[config.mk]
export PLATFORM = sky130hd
export DESIGN_NAME = ras_sched
export DESIGN_NICKNAME = d
export VERILOG_FILES = /design/src/rtl/ras_sched.sv
export SDC_FILE = /design/constraint.sdc
export NUM_CORES = 1
export LEC_CHECK = 0
export CAP_MARGIN = 20
export CORE_ASPECT_RATIO = 1.2
export CORE_MARGIN = 10
export CORE_UTILIZATION = 44
export CTS_CLUSTER_DIAMETER = 100
export DETAILED_ROUTE_END_ITERATION = 10
export GPL_ROUTABILITY_DRIVEN = 0
export GPL_TIMING_DRIVEN = 0
export PLACE_DENSITY = 0.7
export SLEW_MARGIN = 10
export SYNTH_ARGS = -nofsm -noshare
export SYNTH_HDL_FRONTEND = slang
export SYNTH_SLANG_ARGS = --single-unit
[constraint.sdc]
create_clock -name clk -period 6.38 [get_ports clk]
set_clock_uncertainty 0.05 [all_clocks]
set_input_delay 1.276 -clock clk [delete_from_list [all_inputs] [get_ports clk]]
set_output_delay 1.276 -clock clk [all_outputs]
set_load 0.03 [all_outputs]
[src/rtl/ras_sched.sv]
// ras_sched: arbitrates fetch (A) and replay FIFO (B) ops onto a RAS, with flush unwind; RAS_SCHED_STAT_EN adds an overflow counter
`ifndef ADDR_WIDTH
`define ADDR_WIDTH 32
`endif
module ras_sched #(
  parameter int FIFO_DEPTH   = 4,
  parameter int STARVE_LIMIT = 8
) (
  input  logic                   clk,
  input  logic                   rst,
  input  logic                   a_valid,
  input  logic                   a_push,
  input  logic                   a_pop,
  input  logic [`ADDR_WIDTH-1:0] a_addr,
  output logic                   a_ready,
  input  logic                   b_valid,
  input  logic                   b_push,
  input  logic                   b_pop,
  input  logic [`ADDR_WIDTH-1:0] b_addr,
  output logic                   b_ready,
  input  logic                   flush_valid,
  input  logic [7:0]             flush_cnt,
  output logic                   busy,
  output logic                   ras_push,
  output logic                   ras_pop,
  output logic [`ADDR_WIDTH-1:0] ras_addr,
  input  logic                   ras_full_add,
  output logic [31:0]            stat_full_cnt
);
  localparam int AW = `ADDR_WIDTH;
  localparam int PW = $clog2(FIFO_DEPTH);
  localparam int SW = $clog2(STARVE_LIMIT + 1);
  localparam logic [0:0] IDLE   = 1'b0;
  localparam logic [0:0] UNWIND = 1'b1;
  logic [0:0]    state_q, state_d;
  logic [AW+1:0] mem_q [FIFO_DEPTH];
  logic [PW:0]   wr_q, wr_d, rd_q, rd_d;
  logic [SW-1:0] starve_q, starve_d;
  logic [7:0]    rem_q, rem_d;
  logic          ras_push_q, ras_pop_q;
  logic [AW-1:0] ras_addr_q;
  logic          idle, empty, full, b_force, a_fire, head_issue, unw_issue, issue, enq;
  logic          iss_push, iss_pop;
  logic [AW-1:0] iss_addr;
  logic [AW+1:0] head;
  // arbitration, FIFO bookkeeping and unwind sequencing
  always_comb begin
    idle       = state_q == IDLE;
    empty      = wr_q == rd_q;
    full       = (wr_q[PW] != rd_q[PW]) && (wr_q[PW-1:0] == rd_q[PW-1:0]);
    b_force    = starve_q == SW'(STARVE_LIMIT);
    a_ready    = idle && !flush_valid && !b_force;
    b_ready    = idle && !flush_valid && !full;
    busy       = !idle;
    a_fire     = a_valid && a_ready;
    head_issue = idle && !flush_valid && !empty && (b_force || !a_fire);
    unw_issue  = !idle && !flush_valid;
    issue      = head_issue || a_fire || unw_issue;
    head       = mem_q[rd_q[PW-1:0]];
    iss_push   = head_issue ? head[AW+1] : a_fire && a_push;
    iss_pop    = head_issue ? head[AW] : (a_fire ? a_pop : unw_issue);
    iss_addr   = head_issue ? head[AW-1:0] : (a_fire ? a_addr : '0);
    enq        = b_valid && b_ready && (b_push || b_pop);
    wr_d       = flush_valid ? '0 : wr_q + (PW+1)'(enq);
    rd_d       = flush_valid ? '0 : rd_q + (PW+1)'(head_issue);
    starve_d   = (flush_valid || empty || head_issue) ? '0 :
                 (idle && !b_force) ? starve_q + SW'(1) : starve_q;
    rem_d      = flush_valid ? flush_cnt : (unw_issue ? rem_q - 8'd1 : rem_q);
    state_d    = flush_valid ? ((flush_cnt != 8'd0) ? UNWIND : IDLE) :
                 (unw_issue && rem_q == 8'd1) ? IDLE : state_q;
  end
  // control state and registered RAS op; address holds when nothing issues
  always_ff @(posedge clk) begin
    if (rst) begin
      state_q    <= IDLE;
      wr_q       <= '0;
      rd_q       <= '0;
      starve_q   <= '0;
      rem_q      <= '0;
      ras_push_q <= 1'b0;
      ras_pop_q  <= 1'b0;
      ras_addr_q <= '0;
    end else begin
      state_q    <= state_d;
      wr_q       <= wr_d;
      rd_q       <= rd_d;
      starve_q   <= starve_d;
      rem_q      <= rem_d;
      ras_push_q <= issue && iss_push;
      ras_pop_q  <= issue && iss_pop;
      if (issue) ras_addr_q <= iss_addr;
    end
  end
  // B op storage; entries need no reset since pointers gate visibility
  always_ff @(posedge clk) begin
    if (enq) mem_q[wr_q[PW-1:0]] <= {b_push, b_pop, b_addr};
  end
  assign ras_push = ras_push_q;
  assign ras_pop  = ras_pop_q;
  assign ras_addr = ras_addr_q;
`ifdef RAS_SCHED_STAT_EN
  logic [31:0] stat_q;
  // saturating count of RAS overflow events
  always_ff @(posedge clk) begin
    if (rst) stat_q <= '0;
    else if (ras_full_add && stat_q != '1) stat_q <= stat_q + 32'd1;
  end
  assign stat_full_cnt = stat_q;
`else
  logic unused_full_add;
  assign unused_full_add = ras_full_add;
  assign stat_full_cnt   = '0;
`endif
endmodule
==> flow_summary.json, run 1 <==
{
  "tightestPinTransition_ns": 0.769,
  "yosysTopAreaCellShare_pct": 52.5,
  "clk_pin_slew_worst_paths_ns": 0.07,
  "synth_top_family_by_area": "multiplexers",
  "synthArstFlopShare_pct": 0,
  "via_count": 4961,
  "avgRoutedWirePerCell_um": 20.8,
  "areaGrowthSynthToFinish_pct": 29.3,
  "status": "complete, no violations",
  "finalWirelength_mm": 19.2,
  "fmax_mhz": 241,
  "synth_top_cell_by_area": "edfxtp_1",
  "relSlewSlack_pct": 48.5,
  "synth-compound-area-share_pct": 9.06,
  "syn_inst": 521,
  "dieArea_sq_um": 23400,
  "core_sq_um": 17400,
  "drc": 0,
  "synth_most_common_cell": "edfxtp_1",
  "power_switching_mw": 0.622,
  "rows": 53,
  "post_cts.repair.setup_buffers": 0,
  "grt_max_degree": 23,
  "yosys.area_share.simple_pct": 6.43,
  "cp-start-kind": "input pin",
  "required_ns": 5.05,
  "die_y_um": 166,
  "ioPinCount": 151,
  "synth_area_leaders": "edfxtp_1, dfxtp_1, mux4_2, buf_4, a22oi_1",
  "diodes": 0,
  "nets": 783,
  "finalWorstPathRequiredPeriod_ns": 4.14,
  "grt_overflow": 0,
  "grt_pass1_vias": 5337,
  "synth.cell_area_sq_um": 7790,
  "drive_above_1_share_pct": 18.0,
  "grt_pass1_wl_mm": 29.9,
  "min_path_type": "flip-flop to flip-flop",
  "grt_usage_pct": 16.4,
  "design_area_sq_um": 10100,
  "dp_hpwl_mm": 13.7,
  "sw_frac_of_total_pct": 22.5,
  "power_density_nw_per_um2": 275,
  "yosysUniqueCellTypes": 46,
  "antenna_found_initial": 0,
  "vias_per_cell": 5.36,
  "maxCapViolCount": 0,
  "postCtsHoldBufs": 0,
  "synth-main-ff-cell": "edfxtp_1",
  "synth-seq-area-share_pct": 66.1,
  "synthMuxAreaShare_pct": 10.1,
  "finalCritPeriodShare_pct": 65.0,
  "p_leak_nw": 3.55,
  "antenna_left": 0,
  "drv_slew": 0,
  "h-tree-depth": 4,
  "clkPwrFrac_pct": 39.7,
  "drt_iter0_drc": 312,
  "dp.cells": 894,
  "synth-xor-area-share_pct": 1.69,
  "synth_common_cells": "edfxtp_1, dfxtp_1, a21oi_1, mux4_2",
  "hold_viol_final": 0,
  "yosys.area_share.adder_pct": 1.29,
  "critPathMaxFanout": 10,
  "cts_made_buffers": 17,
  "finalSetupTns_ns": 0,
  "clk-insertion-delay-late_ns": 0.42,
  "crit_type": "input pin to output pin",
  "total_power_mw": 2.76,
  "stdcell_count": 925,
  "utilization_pct": 57.7,
  "pwr-share-comb_pct": 10.9,
  "synth_edf_count": 136,
  "cts_resized": 0,
  "yosys_warnings": 0,
  "worstPathArrival_ns": 2.82,
  "clock-sinks": 189,
  "ir_drop_uv": 154,
  "placed_area_sq_um": 9450,
  "clock_tree.root_cell": "clkbuf_16",
  "cts_tree": "yes",
  "syn_area_per_cell_sq_um": 14.9,
  "clock_path_buffers": 2,
  "drtPass1Iterations": 5,
  "start_util_pct": 44.6,
  "die_w_um": 141,
  "ys_ff_latch": 189,
  "numPortBuffers": 115,
  "crit_path_end_kind": "output pin",
  "rsz0062_at_grt": "no",
  "p_int_mw": 2.14,
  "setup_viol": 0,
  "p_seq_share_pct": 49.4
}
==> routing by layer <==
metal	vias up	GRT usage [%]	part of all wire, %
met5	-	0	0
met3	28	4.49	6.6
met2	191	27.3	51
met4	0	6.63	2.5
met1	2469	19.6	40
li1	2273	-	-
==> cell type report <==
type                            instances  area, sq um
Timing Repair Buffer                  122         1250
Sequential cell                       189         5140
Clock buffer                           22          485
Buffer                                 66          395
Tap cell                              220          275
Clock inverter                          9          135
Multi-Input combinational cell        292         2360
Inverter                                5         18.8
Fill cell                            1413         7370
==> state kept, by name, summed over array words and instances (netlist names) <==
register  flops
mem_q       136
ras_addr     32
rem_q         8
starve_q      4
rd_q          3
wr_q          3
busy          1
ras_pop       1
ras_push      1
==> layout by cell type (no fill, tap or decap), types with 6 or more instances in the layout <==
master / instances
edfxtp_1: 136
clkdlybuf4s50_1: 115
dfxtp_1: 53
a21oi_1: 37
buf_4: 34
mux4_2: 34
o21ai_0: 33
nand2b_1: 33
a22oi_1: 32
conb_1: 32
clkbuf_1: 18
clkbuf_16: 18
nor2_1: 15
xnor2_1: 10
buf_2: 10
ha_1: 8
nor3_1: 6
nand2_1: 6
==> logic make-up (layout without fill, tap and decap cells) <==
logic type                 after synthesis  count (layout)
AOI/OAI and AO/OA                      115             115
xor gates and xnor gates                15              15
adders and majority gates                8               8
buffers and inverters                   71             224
DFF                                    189             189
muxes                                   36              36
other                                    1              32
and+or+nand+nor                         86              86
==> power by group through the flow <==
| stage | sequential (mW) | clock (mW) | combinational (mW) |
|---|---|---|---|
| after floorplan | 1.43 | 0 | 0.127 |
| after global placement | 1.39 | 0 | 0.291 |
| after detailed placement | 1.39 | 0 | 0.300 |
| after CTS | 1.36 | 1.12 | 0.302 |
| after global routing | 1.37 | 1.16 | 0.324 |
| final | 1.36 | 1.10 | 0.301 |
==> path summary, 6_finish.rpt <==
check / start / endpoint / slack [ns] / cells past startpoint
worst max-delay path: flush_valid / a_ready / 2.24 / 5
worst min-delay path: ras_addr[15] / ras_addr[15] / 0.43 / 2
worst max register to register: busy / mem_q[0][20] / 3.73 / 5
worst min register to register: ras_addr[15] / ras_addr[15] / 0.43 / 2
==> critical path, cell delays in order <==
cell and delay [ns]:
clkbuf_2 0.14, inv_1 0.17, buf_1 0.36, and2_1 0.19
clkdlybuf4s50_1 0.68
==> stage by stage <==
stage	worst slack, ns	hold WS, ns
after detailed placement	2.24	0.417
after global placement	-1.35	0.415
final	2.24	0.431
after floorplan	1.17	0.419
after CTS	2.23	0.434
after global routing	2.15	0.451
Note: power is estimated with default switching activity, not from simulation.
==> inputs of run 2 (changes only) <==
==> constraint.sdc (replaced) <==
create_clock -name clk -period 4.3 [get_ports clk]
set_clock_uncertainty 0.05 [all_clocks]
set_input_delay 0.86 -clock clk [delete_from_list [all_inputs] [get_ports clk]]
set_output_delay 0.86 -clock clk [all_outputs]
set_load 0.03 [all_outputs]
==> run 2 against run 1 <==
Effect of this change:
- combinational power rose by 49%
- via count fell by 0.24%
- clock power rose by 45%
- non-clock buffer count fell by 2
- routed wire length fell by 2.3%
- worst hold slack got worse by 0.0040 ns
- largest cell class unchanged
==> flow_summary.json, run 2 (same netlist as run 1, synthesis figures left out) <==
{
  "slowest_delay_ns": 0.87,
  "pre_cts_slack_ns": 0.432,
  "layout_commonest_cell": "edfxtp_1",
  "largest_reg_flops": 136,
  "antenna_found_initial": 1,
  "path_cells": "clkdlybuf4s50_1 > o21ai_0 > a311oi_1 > nor3b_4 > buf_16 > buf_8",
  "critPathMaxFanout": 13,
  "utilization_pct": 57.6,
  "cts_made_buffers": 17,
  "grt_max_degree": 23,
  "final_cell_mix": "edfxtp_1, clkdlybuf4s50_1, dfxtp_1",
  "postCtsHoldBufs": 0,
  "crit_path_end_kind": "flip-flop",
  "drv_slew": 0,
  "whs_ns": 0.427,
  "post_cts.repair.setup_buffers": 0,
  "required_ns": 4.40,
  "power_density_nw_per_um2": 404,
  "rsz0062_at_grt": "no",
  "regArea_sq_um": 5140,
  "ioPinCount": 151,
  "via_count": 4949,
  "min_path_type": "flip-flop to flip-flop",
  "grt_pass1_wl_mm": 28.7,
  "cp_top_family": "buffers and inverters",
  "clock_tree.root_cell": "clkbuf_16",
  "cp_num_cells": 6,
  "rows": 53,
  "fmax_mhz": 298,
  "status": "complete, no violations",
  "vias_per_cell": 5.35,
  "core_sq_um": 17400,
  "numPortBuffers": 115,
  "critPathBufInv": 3,
  "timing.rr.end": "mem_q[0][18]",
  "cp-start-kind": "input pin",
  "regToRegStartpoint": "wr_q[1]",
  "multi_input_area_sq_um": 2360,
  "clock_path_buffers": 2,
  "grt_pass1_vias": 5217,
  "avgRoutedWirePerCell_um": 20.3,
  "maxCapViolCount": 0,
  "drtPass1Iterations": 4,
  "worstPathArrival_ns": 3.45,
  "r2r_slack_ns": 1.41,
  "grt_overflow": 0,
  "setup_ws_ns": 0.945,
  "placed_area_sq_um": 9450,
  "crit_path_top_delay_cell": "nor3b_4",
  "dieArea_sq_um": 23400,
  "start_util_pct": 44.6,
  "relSlewSlack_pct": 38.6,
  "ff2ff_path_depth": 5,
  "cp-endpoint": "mem_q[0][18]",
  "clk_pin_slew_worst_paths_ns": 0.07,
  "cts_tree": "yes",
  "cts_resized": 0,
  "dp_hpwl_mm": 13.5,
  "crit_start": "b_pop",
  "finalWirelength_mm": 18.8,
  "finalWorstPathRequiredPeriod_ns": 3.36,
  "tightestPinTransition_ns": 0.920,
  "h-tree-depth": 4,
  "design_area_sq_um": 10100,
  "nets": 781,
  "hold_viol_final": 0,
  "clk-insertion-delay-late_ns": 0.43,
  "antenna_left": 0,
  "fillerInstances": 1386,
  "p_leak_nw": 3.55,
  "areaGrowthSynthToFinish_pct": 29.1,
  "total_power_mw": 4.06,
  "die_w_um": 141,
  "crit_type": "input pin to flip-flop",
  "grt_usage_pct": 15.7,
  "clock-sinks": 189,
  "die_y_um": 166,
  "finalCritPeriodShare_pct": 78.0,
  "ir_drop_uv": 285,
  "drt_iter0_drc": 302,
  "drc": 0,
  "drive_above_1_share_pct": 18.2,
  "setup_viol": 0
}
run 2: changes by cell type in the layout (fill, tap and decap cells not counted), moves of 2 or more:
cell        before  now
inv_6            0    7
clkbuf_8         2    0
clkinvlp_4       3    1
inv_8            0    2
buf_6            4    1
clkbuf_1        18   16
run 2: worst min path at each step:
stage	startpoint	to	slack (ns)	cells past startpoint
6_report	ras_addr[2]	ras_addr[2]	0.43	2
5_1_grt	ras_addr[4]	ras_addr[4]	0.45	2
4_1_cts	ras_addr[3]	ras_addr[3]	0.43	2
3_5_place_dp	ras_addr[19]	ras_addr[19]	0.42	2
3_3_place_gp	ras_addr[25]	ras_addr[25]	0.42	2
2_1_floorplan	rem_q[4]	rem_q[4]	0.42	2
run 2: area by class of cell:
cell class | count | share of cell area, %
Antenna cell | 1 | 0.0249
Sequential cell | 189 | 51.2
Timing Repair Buffer | 120 | 12.5
Buffer | 66 | 3.93
Tap cell | 220 | 2.74
Multi-Input combinational cell | 292 | 23.5
Clock inverter | 15 | 1.69
Clock buffer | 17 | 4.23
Inverter | 5 | 0.187
run 2: tightest hold or removal path: stages (launching register included):
cell and delay, ns:
dfxtp_1 0.31, nand2b_1 0.06, a22oi_1 0.05
run 2: through the flow:
stage	std cells	TNS, ns
after floorplan	552	0
after global placement	887	-61.51
after detailed placement	892	0
after CTS	924	0
after global routing	925	0
final	925	0
run 2: metal layers:
metal / up-vias / track usage (%) / routed length (um)
met5: - / 0 / 0
met4: 0 / 7.08 / 501
met3: 29 / 4.66 / 1470
met2: 199 / 26.2 / 9480
met1: 2449 / 18.2 / 7360
li1: 2272 / - / -
run 2: report_power, final:
part           internal, mW  switching, mW  leakage (nW)
clock                 0.877          0.709         0.294
combinational         0.200          0.247          1.59
sequential             2.00         0.0266          1.66
==> inputs of run 3 (changes only) <==
==> constraint.sdc (replaced) <==
create_clock -name clk -period 3.1 [get_ports clk]
set_clock_uncertainty 0.05 [all_clocks]
set_input_delay 0.62 -clock clk [delete_from_list [all_inputs] [get_ports clk]]
set_output_delay 0.62 -clock clk [all_outputs]
set_load 0.03 [all_outputs]
==> run 3 against run 2 <==
Effect of this change:
- total power rose by 37%
- first-iteration DRC count rose by 17%
- critical path type is now flip-flop to output pin
- core utilization barely moved
- final area barely moved
- setup slack got worse by 0.69 ns
==> flow_summary.json, run 3 (same netlist as run 1, synthesis figures left out) <==
{
  "h-tree-depth": 4,
  "design_area_sq_um": 10100,
  "worstPathArrival_ns": 2.18,
  "avgRoutedWirePerCell_um": 20.4,
  "power_density_nw_per_um2": 552,
  "largest_reg_flops": 136,
  "postCtsHoldBufs": 0,
  "grt_overflow": 0,
  "whs_ns": 0.430,
  "grt_pass1_vias": 5193,
  "final_cell_mix": "edfxtp_1, clkdlybuf4s50_1, dfxtp_1",
  "min_path_type": "flip-flop to flip-flop",
  "drc": 0,
  "placed_area_sq_um": 9460,
  "rsz0062_at_grt": "no",
  "die_w_um": 141,
  "ff2ff_path_depth": 11,
  "cts_tree": "yes",
  "stdcell_count": 925,
  "r2r_slack_ns": 0.47,
  "tightestPinTransition_ns": 0.766,
  "clock_tree.root_cell": "clkbuf_16",
  "clock_path_buffers": 2,
  "antenna_found_initial": 1,
  "finalSetupTns_ns": 0,
  "crit_type": "flip-flop to output pin",
  "hp-start": "ras_addr[24]",
  "setup_viol": 0,
  "finalCritPeriodShare_pct": 91.8,
  "drtPass1Iterations": 5,
  "vias_per_cell": 5.35,
  "grt_usage_pct": 15.9,
  "dieArea_sq_um": 23400,
  "fmax_mhz": 351,
  "die_y_um": 166,
  "dp_hpwl_mm": 13.6,
  "clk_pin_slew_worst_paths_ns": 0.07,
  "drv_slew": 0,
  "numPortBuffers": 115,
  "hold-path-endpoint": "ras_addr[24]",
  "relSlewSlack_pct": 48.7,
  "cts_made_buffers": 17,
  "rows": 53,
  "finalWorstPathRequiredPeriod_ns": 2.85,
  "layout_commonest_cell": "edfxtp_1",
  "crit_path_end_kind": "output pin",
  "hold_viol_final": 0,
  "clock-sinks": 189,
  "status": "complete, no violations",
  "dp.cells": 892,
  "clk-insertion-delay-late_ns": 0.42,
  "required_ns": 2.43,
  "drive_above_1_share_pct": 18.4,
  "finalWirelength_mm": 18.9,
  "total_power_mw": 5.55,
  "p_leak_nw": 3.56,
  "core_sq_um": 17400,
  "timing.rr.end": "rd_q[2]",
  "critPathMaxFanout": 6,
  "grt_pass1_wl_mm": 29.2,
  "nets": 782,
  "areaGrowthSynthToFinish_pct": 29.1,
  "regToRegStartpoint": "starve_q[0]",
  "ioPinCount": 151,
  "grt_max_degree": 25,
  "hold_depth": 2,
  "antenna_left": 0,
  "fillerInstances": 1393,
  "start_util_pct": 44.6,
  "cp-start-kind": "flip-flop",
  "ir_drop_uv": 385,
  "via_count": 4951,
  "diodes": 0,
  "maxCapViolCount": 0,
  "drt_iter0_drc": 353
}
run 3: worst max-delay path, cell delays in order, from the launching register on:
cell and delay, ns:
dfxtp_1 0.52, xnor2_1 0.20, a31oi_1 0.30, clkdlybuf4s50_1 0.74
run 3: area by class of cell:
cell class | instances | area [sq um] | share of cell area [%]
clock buffers | 17 | 425 | 4.23
inverters | 5 | 18.8 | 0.187
flip-flops and latches | 189 | 5140 | 51.2
multi-input cells | 292 | 2370 | 23.5
repair buffers | 121 | 1270 | 12.6
well taps | 220 | 275 | 2.74
plain buffers | 66 | 395 | 3.93
clock inverters | 15 | 158 | 1.57
run 3: how the worst max path moves through the flow:
stage | slack (ns) | startpoint | end
finish | 0.25 | wr_q[1] | b_ready
global placement | -0.98 | b_pop | mem_q[1][21]
detailed placement | -0.45 | b_pop | mem_q[0][21]
CTS | 0.07 | starve_q[0] | a_ready
floorplan | 0.18 | flush_valid | mem_q[0][0]
global route | 0.18 | wr_q[1] | b_ready
run 3: power by group:
part,internal (mW),switching (mW)
Sequential,2.77,0.0379
Combinational,0.278,0.342
Clock,1.14,0.979
Total,4.19,1.36
run 3: metrics by stage:
step | utilization [%] | setup slack, ns
floorplan | - | 0.175
global placement | 53.6 | -0.978
detailed placement | 54.2 | -0.447
CTS | 57.6 | 0.0697
global route | 57.7 | 0.183
finish | 57.7 | 0.253
run 3: what timing repair did:
item | CTS | global route
resized for setup | 1 | 1
setup buffers | 1 | 0
setup endpoints to repair | 13 | 1
run 3: metal layers:
layer,track usage (%),wire length (um),part of all wire [%],up-vias
met1,18.4,7210,38,2453
met4,5.38,339,1.8,2
met3,4.69,1500,7.9,22
met5,0,13,0.069,-
met2,27.3,9810,52,193
li1,-,-,-,2281
